$ cat config.mk
export PLATFORM = sky130hd
export DESIGN_NAME = vga_sync_rx
export DESIGN_NICKNAME = d
export VERILOG_FILES = /design/src/rtl/vga_sync_rx.sv
export SDC_FILE = /design/constraint.sdc
export NUM_CORES = 1
export LEC_CHECK = 0
export ABC_AREA = 0
export CAP_MARGIN = 30
export CORE_ASPECT_RATIO = 1.4
export CORE_MARGIN = 4
export CORE_UTILIZATION = 60
export DETAILED_ROUTE_END_ITERATION = 8
export GPL_TIMING_DRIVEN = 0
export HOLD_SLACK_MARGIN = 0.06
export PLACE_DENSITY_LB_ADDON = 0.15
export SKIP_CTS_REPAIR_TIMING = 1
export SLEW_MARGIN = 20
export SYNTH_ARGS = -nofsm -noshare
export SYNTH_HDL_FRONTEND = slang
export SYNTH_SLANG_ARGS = --single-unit
$ cat constraint.sdc
create_clock -name clk -period 6.07 [get_ports clk]
set_input_delay 0.607 -clock clk [delete_from_list [all_inputs] [get_ports clk]]
set_output_delay 0.607 -clock clk [all_outputs]
set_load 0.005 [all_outputs]
$ cat src/rtl/vga_sync_rx.sv
// vga_sync_rx: measures incoming VGA sync timing, locks onto it and emits de/x/y.
// Define VGA_RX_AUTOPOL_EN to detect sync polarity instead of assuming active-low.
module vga_sync_rx #(
  parameter int WIDTH  = 10,
  parameter int HSTART = 296,
  parameter int HACT   = 1024,
  parameter int VSTART = 35,
  parameter int VACT   = 768
) (
  input  logic             clk,
  input  logic             rst_n,
  input  logic             hs_in,
  input  logic             vs_in,
  output logic             de,
  output logic [WIDTH-1:0] x,
  output logic [WIDTH-1:0] y,
  output logic             locked,
  output logic [11:0]      h_total,
  output logic [11:0]      v_total
);
  localparam logic [11:0] H_LO = 12'(HSTART);
  localparam logic [11:0] H_HI = 12'(HSTART + HACT);
  localparam logic [11:0] V_LO = 12'(VSTART);
  localparam logic [11:0] V_HI = 12'(VSTART + VACT);
  localparam logic [11:0] SAT  = 12'hFFF;
  typedef enum logic [1:0] {IDLE, ACQ1, ACQ2, LOCKED} state_t;
  state_t state_q;
  logic [1:0] hs_sync_q, hs_sync_d, vs_sync_q, vs_sync_d;
  logic hs_s, vs_s, hse, fse, v_ok, pol_chg;
  logic hs_prev_q, hs_prev_d, vs_hse_q, vs_hse_d, h_seen_q, h_seen_d, hmis_q, hmis_d;
  logic locked_q, de_q, de_d;
  logic [11:0] hcnt_q, hcnt_d, vcnt_q, vcnt_d, h_total_q, h_total_d, v_total_q, v_total_d;
  logic [11:0] hcnt_p1, vcnt_p1;
  logic [WIDTH-1:0] x_q, x_d, y_q, y_d;
`ifdef VGA_RX_AUTOPOL_EN
  logic hneg_q, hneg_d, vneg_q, vneg_d, hr_prev_q, vr_prev_q, hr_rise, vr_rise;
  logic [11:0] hhi_q, hhi_d, hlo_q, hlo_d, vhi_q, vhi_d, vlo_q, vlo_d;
  // Active level is whichever raw level was held shorter over the last period.
  always_comb begin
    hs_sync_d = {hs_sync_q[0], hs_in};
    vs_sync_d = {vs_sync_q[0], vs_in};
    hs_s = hs_sync_q[1] ^ hneg_q;
    vs_s = vs_sync_q[1] ^ vneg_q;
    hr_rise = hs_sync_q[1] & ~hr_prev_q;
    vr_rise = vs_sync_q[1] & ~vr_prev_q;
    hneg_d = hr_rise ? (hhi_q > hlo_q) : hneg_q;
    vneg_d = vr_rise ? (vhi_q > vlo_q) : vneg_q;
    hhi_d = hr_rise ? 12'd0 : (hs_sync_q[1] && hhi_q != SAT) ? hhi_q + 12'd1 : hhi_q;
    hlo_d = hr_rise ? 12'd0 : (!hs_sync_q[1] && hlo_q != SAT) ? hlo_q + 12'd1 : hlo_q;
    vhi_d = vr_rise ? 12'd0 : (hse && vs_sync_q[1] && vhi_q != SAT) ? vhi_q + 12'd1 : vhi_q;
    vlo_d = vr_rise ? 12'd0 : (hse && !vs_sync_q[1] && vlo_q != SAT) ? vlo_q + 12'd1 : vlo_q;
    pol_chg = (hneg_d != hneg_q) || (vneg_d != vneg_q);
  end
  always_ff @(posedge clk or negedge rst_n)
    if (!rst_n) begin
      hneg_q <= 1'b1;
      vneg_q <= 1'b1;
      hr_prev_q <= 1'b0;
      vr_prev_q <= 1'b0;
      hhi_q <= '0;
      hlo_q <= '0;
      vhi_q <= '0;
      vlo_q <= '0;
    end else begin
      hneg_q <= hneg_d;
      vneg_q <= vneg_d;
      hr_prev_q <= hs_sync_q[1];
      vr_prev_q <= vs_sync_q[1];
      hhi_q <= hhi_d;
      hlo_q <= hlo_d;
      vhi_q <= vhi_d;
      vlo_q <= vlo_d;
    end
`else
  // Synchronizers carry the inverted syncs, so 1 means active.
  always_comb begin
    hs_sync_d = {hs_sync_q[0], ~hs_in};
    vs_sync_d = {vs_sync_q[0], ~vs_in};
    hs_s = hs_sync_q[1];
    vs_s = vs_sync_q[1];
    pol_chg = 1'b0;
  end
`endif
  assign hse = hs_s & ~hs_prev_q;
  assign fse = hse & vs_s & ~vs_hse_q;
  assign hcnt_p1 = hcnt_q + 12'd1;
  assign vcnt_p1 = vcnt_q + 12'd1;
  assign v_ok = (vcnt_p1 == v_total_q) && !hmis_q;
  always_comb begin
    hs_prev_d = hs_s;
    vs_hse_d = hse ? vs_s : vs_hse_q;
    h_seen_d = h_seen_q | hse;
    hcnt_d = hse ? 12'd0 : (hcnt_q == SAT) ? SAT : hcnt_p1;
    vcnt_d = fse ? 12'd0 : (hse && vcnt_q != SAT) ? vcnt_p1 : vcnt_q;
    h_total_d = (hse && h_seen_q) ? hcnt_p1 : h_total_q;
    v_total_d = fse ? vcnt_p1 : v_total_q;
    hmis_d = fse ? 1'b0 : hmis_q | (hse && hcnt_p1 != h_total_q);
    de_d = locked_q && hcnt_q >= H_LO && hcnt_q < H_HI && vcnt_q >= V_LO && vcnt_q < V_HI;
    x_d = de_d ? WIDTH'(hcnt_q - H_LO) : '0;
    y_d = de_d ? WIDTH'(vcnt_q - V_LO) : '0;
  end
  always_ff @(posedge clk or negedge rst_n)
    if (!rst_n) begin
      hs_sync_q <= '0;
      vs_sync_q <= '0;
      hs_prev_q <= 1'b0;
      vs_hse_q <= 1'b0;
      h_seen_q <= 1'b0;
      hcnt_q <= '0;
      vcnt_q <= '0;
      h_total_q <= '0;
      v_total_q <= '0;
      hmis_q <= 1'b0;
      de_q <= 1'b0;
      x_q <= '0;
      y_q <= '0;
    end else begin
      hs_sync_q <= hs_sync_d;
      vs_sync_q <= vs_sync_d;
      hs_prev_q <= hs_prev_d;
      vs_hse_q <= vs_hse_d;
      h_seen_q <= h_seen_d;
      hcnt_q <= hcnt_d;
      vcnt_q <= vcnt_d;
      h_total_q <= h_total_d;
      v_total_q <= v_total_d;
      hmis_q <= hmis_d;
      de_q <= de_d;
      x_q <= x_d;
      y_q <= y_d;
    end
  // Sync-loss timeout and polarity change override any frame-start decision.
  always_ff @(posedge clk or negedge rst_n)
    if (!rst_n) begin
      state_q <= IDLE;
      locked_q <= 1'b0;
    end else if (hcnt_q == SAT || pol_chg) begin
      state_q <= IDLE;
      locked_q <= 1'b0;
    end else if (fse)
      case (state_q)
        IDLE: state_q <= ACQ1;
        ACQ1: state_q <= ACQ2;
        ACQ2:
          if (v_ok) begin
            state_q <= LOCKED;
            locked_q <= 1'b1;
          end
        default:
          if (!v_ok) begin
            state_q <= IDLE;
            locked_q <= 1'b0;
          end
      endcase
  assign de = de_q;
  assign x = x_q;
  assign y = y_q;
  assign locked = locked_q;
  assign h_total = h_total_q;
  assign v_total = v_total_q;
endmodule

== After elaboration in Yosys (flattened, before gate mapping) ==
Cells that the tools add are included.

* Bits in registers: 80
* Input port bits: 4
* Logic and storage cells: 74

* Add/subtract/negate cells: 4
* Magnitude comparators: 4
* Equal/unequal tests: 10
* Multiplexer cells: 17
* Bitwise logic cells: 9
* Reduce and logical (&&, ||, !) cells: 15

{| class="wikitable"
|+ Operators by type and width
! operator !! number
|-
| two-way mux 12 bit || 4
|-
| adder 12 x 1 -> 12 bit (second input constant) || 2
|-
| two-way mux 10 bit || 2
|-
| == test 12 bit || 1
|-
| == test 12 bit (second input constant) || 1
|-
| >= comparator 12 x 6 -> 1 bit (second input constant) || 1
|-
| >= comparator 12 x 9 -> 1 bit (second input constant) || 1
|-
| less-than comparator 12 x 10 -> 1 bit (second input constant) || 1
|-
| less-than comparator 12 x 11 -> 1 bit (second input constant) || 1
|-
| inequality test 12 bit || 1
|-
| inequality test 12 bit (second input constant) || 1
|-
| subtractor 10 x 6 -> 10 bit (second input constant) || 1
|-
| subtractor 10 x 9 -> 10 bit (second input constant) || 1
|-
| logical AND 1 bit || 8
|-
| two-way mux 2 bit || 4
|-
| one-hot mux 2 bit (3 select lines) || 1
|-
| two-way mux 1 bit || 5
|-
| inequality test 5 x 1 -> 1 bit (second input constant) || 1
|-
| NOT 1 bit || 4
|-
| AND reduction 4 bit || 1
|-
| nonzero test 2 bit || 2
|-
| AND 1 bit || 3
|-
| inequality test 3 x 1 -> 1 bit (second input constant) || 1
|-
| inequality test 3 bit (second input constant) || 1
|-
| 9 further kinds || 10
|}

== Depth between registers and ports, before layout ==
* Word-level depth: 7
* Mapped depth: 10
* Depth with buffers taken out: 8

== Least setup slack after synthesis ==
Ideal clock, no wire load.

* Path kind: reg2reg
* Start point: register vcnt_q[1]
* End point: register state_q[0]
* Data arrival time: 2.388 ns
* Required time: 5.966 ns
* Setup slack: 3.578 ns
* Cell stages (with the launch flop): 9
* Clock period less this slack: 2.492 ns
* Path through: dfrtp_1 -> ha_1 -> xor2_1 -> or3_1 -> nor4_1 -> o2111ai_1 -> a2111oi_4 -> o21ai_1 -> a221oi_1

* Longest elaborated chain between the ends: 5

{| class="wikitable"
|+ Ends and longest elaborated chain
! what !! RTL line !! source
|-
| start, declared || 32 || <nowiki>logic [11:0] hcnt_q, hcnt_d, vcnt_q, vcnt_d, h_total_q, h_total_d, v_total_q, v_total_d;</nowiki>
|-
| start signal, assigned || 124 || <nowiki>vcnt_q <= vcnt_d;</nowiki>
|-
| adder 12 x 1 -> 12 bit * || 87 || <nowiki>assign vcnt_p1 = vcnt_q + 12'd1;</nowiki>
|-
| named net vcnt_p1[1] || 33 || <nowiki>logic [11:0] hcnt_p1, vcnt_p1;</nowiki>
|-
| == test 12 bit * || 88 || <nowiki>assign v_ok = (vcnt_p1 == v_total_q) && !hmis_q;</nowiki>
|-
| logical AND 1 bit * || 88 ||
|-
| inequality test 5 x 1 -> 1 bit (no source line) or inequality test 3 bit (tied branches) || - ||
|-
| AND reduction 3 bit (no source line) * || - ||
|-
| end signal, assigned || 135 || <nowiki>state_q <= IDLE;</nowiki>
|-
| end signal, assigned || 138 || <nowiki>state_q <= IDLE;</nowiki>
|-
| end signal, assigned || 142 || <nowiki>IDLE: state_q <= ACQ1;</nowiki>
|-
| end, declared || 27 || <nowiki>state_t state_q;</nowiki>
|}

The timed path passes the listed nets; every way through them passes the cells marked *.
A chain may end at the register's enable or synchronous reset.

== Worst setup path in the final report ==
Same ends and word-level chain as after synthesis.

==> impl_metrics.env <==
export IMPL_status="finished, final reports clean"
export IMPL_wl_um=9090
export IMPL_drtAntennaViolNets=0
export IMPL_async_reset_ff_frac=1.00
export IMPL_clkPwrFrac=0.307
export IMPL_wl_per_cell_um=15.7
export IMPL_grt_pass1_wl_um=15400
export IMPL_post_place_cells=563
export IMPL_synth_area_um2=4160
export IMPL_path_delay_family="compound AO/OA/AOI/OAI gates"
export IMPL_clock_path_buffers=2
export IMPL_max_stage_delay_ps=510
export IMPL_seq_power_share=0.429
export IMPL_drive_above_1_share=0.103
export IMPL_combPwrFrac=0.264
export IMPL_synth_seq_cells=80
export IMPL_worst_pin_slew_ps=576
export IMPL_syn_instance_count=421
export IMPL_fin_ws_ps=2970
export IMPL_p_sw_mw=0.475
export IMPL_vias_per_cell=5.53
export IMPL_place_ws_ps=3000
export IMPL_cts_made_buffers=9
export IMPL_required_ps=6330
export IMPL_max_vdd_ir_drop_mv=0.268
export IMPL_hp_class="in2async"
export IMPL_die_w_um=78.3
export IMPL_cp_end_kind="flip-flop"
export IMPL_hold_viol=0
export IMPL_cts_tree="yes"
export IMPL_fin_crit_sh=0.511
export IMPL_internal_power_mw=1.05
export IMPL_critPathLaunchType="flip-flop"
export IMPL_crit_chain="ha_1 -> xor2_1 -> or3_1 -> nor4_1 -> o2111ai_1 -> a2111oi_4 -> o21ai_1 -> a221oi_1"
export IMPL_max_freq_mhz=322
export IMPL_first_global_vias=3226
export IMPL_layout_commonest_cell="dfrtp_1"
export IMPL_placed_area_um2=4790
export IMPL_start_util=0.624
export IMPL_port_buffers=49
export IMPL_fin_nets=495
export IMPL_grtUsageTotal=0.238
export IMPL_maxSlewHeadroom=0.616
export IMPL_synth_enable_flop_cells=0
export IMPL_dieArea_um2=8340
export IMPL_hpwl_um=6510
export IMPL_cts_sinks=80
export IMPL_maxCapViolCount=0
export IMPL_rsz0062_at_grt="no"
export IMPL_num_rows=35
export IMPL_syn_avg_cell_area_um2=9.87
export IMPL_fin_cells=579
export IMPL_io_pins=50
export IMPL_place_congestion=0.902
export IMPL_grt_overflow=0
export IMPL_core_area_um2=6660
export IMPL_antenna_cells=0
export IMPL_antenna_found_initial=0
export IMPL_path_buf_inv=0
export IMPL_dr_first_iter_drc_count=187
export IMPL_synth_seq_area_share=0.482
export IMPL_min_period_ps=3100
export IMPL_tns_ps=0
export IMPL_critical_path_class="reg2reg"
export IMPL_synth_warnings=0
export IMPL_p_leak_nw=2.18
export IMPL_num_vias=3202
export IMPL_clk_pin_slew_ps=80
export IMPL_final_setup_viol_count=0
export IMPL_die_h_um=106
export IMPL_path_max_fanout=8
export IMPL_worstPathArrival_ps=3360
export IMPL_drc=0
export IMPL_p_per_area_nw_per_um2=304
export IMPL_clk_latency_ps=360
export IMPL_ys_types=55
export IMPL_area_delta_synth_final_pct=20.9
export IMPL_design_area_um2=5030
export IMPL_fin_worst_skew_ps=8.44
export IMPL_htree_num_levels=3
export IMPL_switching_share=0.311
export IMPL_synth_nets=433
export IMPL_most_common_layout_cells="dfrtp_1, clkdlybuf4s50_1, xnor2_1"
export IMPL_slowest_stage="a2111oi_4"
export IMPL_synth_main_ff_cell="dfrtp_1"
export IMPL_cts_root_buf="clkbuf_8"
export IMPL_first_pass_iters=4
export IMPL_grt_max_degree=62
export IMPL_slew_viol_final=0
-- flip-flops by register name, indices dropped and copies added (netlist names) --
name	cells
h_total	12
hcnt_q	12
v_total	12
vcnt_q	12
x	10
y	10
hs_sync_q	2
state_q	2
vs_sync_q	2
de	1
h_seen_q	1
hmis_q	1
hs_prev_q	1
locked	1
vs_hse_q	1
-- routing by layer --
layer	GRT usage	routed length, um
met5	0	0
met4	0.106	211
met3	0.0424	319
met2	0.412	4800
met1	0.288	3760
-- per-stage QoR --
stage                     hold slack, ps   util  power [mW]
final                                120  0.755        1.53
after global routing                 130  0.755        1.61
after CTS                            123  0.754        1.53
after detailed placement             335  0.719        1.06
after global placement               335  0.715        1.04
after floorplan                      311      -       0.925
-- Yosys cell counts, types with 7 or more instances --
cell type | n | area, um2
nor2b_1 | 7 | 43.8
buf_6 | 8 | 90.1
nand3_1 | 8 | 40.0
nand4_1 | 10 | 62.6
o21ai_0 | 27 | 135
nor3_1 | 8 | 40.0
xnor2_1 | 47 | 412
xor2_1 | 18 | 158
a21oi_1 | 15 | 75.1
clkbuf_1 | 14 | 52.6
inv_1 | 17 | 63.8
nor2_1 | 41 | 154
ha_1 | 8 | 100
nand2_1 | 43 | 161
dfrtp_1 | 80 | 2000
-- final timing paths --
kind	slack (ps)	startpoint	cells after the start	end
setup / recovery	2970	vcnt_q[1]	8	state_q[0]
hold / removal	120	rst_n	1	y[7]
setup reg to reg	2970	vcnt_q[1]	8	state_q[0]
hold reg to reg	350	vs_sync_q[0]	0	vs_sync_q[1]
max in group asynchronous	5370	rst_n	2	vcnt_q[2]
min in group clk	350	vs_sync_q[0]	0	vs_sync_q[1]
-- power groups by stage --
| stage | Sequential (mW) | Clock [mW] | Combinational [mW] |
|---|---|---|---|
| 4_1_cts | 0.654 | 0.471 | 0.405 |
| 5_1_grt | 0.664 | 0.495 | 0.452 |
| 6_report | 0.656 | 0.468 | 0.404 |
| 3_3_place_gp | 0.658 | 0 | 0.383 |
| 2_1_floorplan | 0.648 | 0 | 0.277 |
| 3_5_place_dp | 0.663 | 0 | 0.400 |
-- worst reg2reg max path, delay by kind of cell, from the launching register on --
kind | cells | cell delay, ps
and+or+nand+nor | 2 | 730
adders and majority gates | 1 | 400
AOI/OAI and AO/OA | 4 | 1210
xor gates and xnor gates | 1 | 180
DFF | 1 | 480
-- final cells by class --
cell class	count	area, um2
clock inverters	5	106
flip-flops and latches	80	2000
multi-input cells	296	1910
repair buffers	51	520
fillers	486	1630
well taps	92	115
plain buffers	28	181
inverters	17	63.8
clock buffers	10	128
-- kinds of logic after synthesis --
group,Yosys count,share of synthesized area
simple gates,153,0.185
flops,80,0.482
compound gates,66,0.103
xor+xnor,65,0.137
buf+inv,45,0.0590
fa+ha+maj,8,0.0241
mux,4,0.00993
No activity file was read; power rests on OpenSTA's default activity.
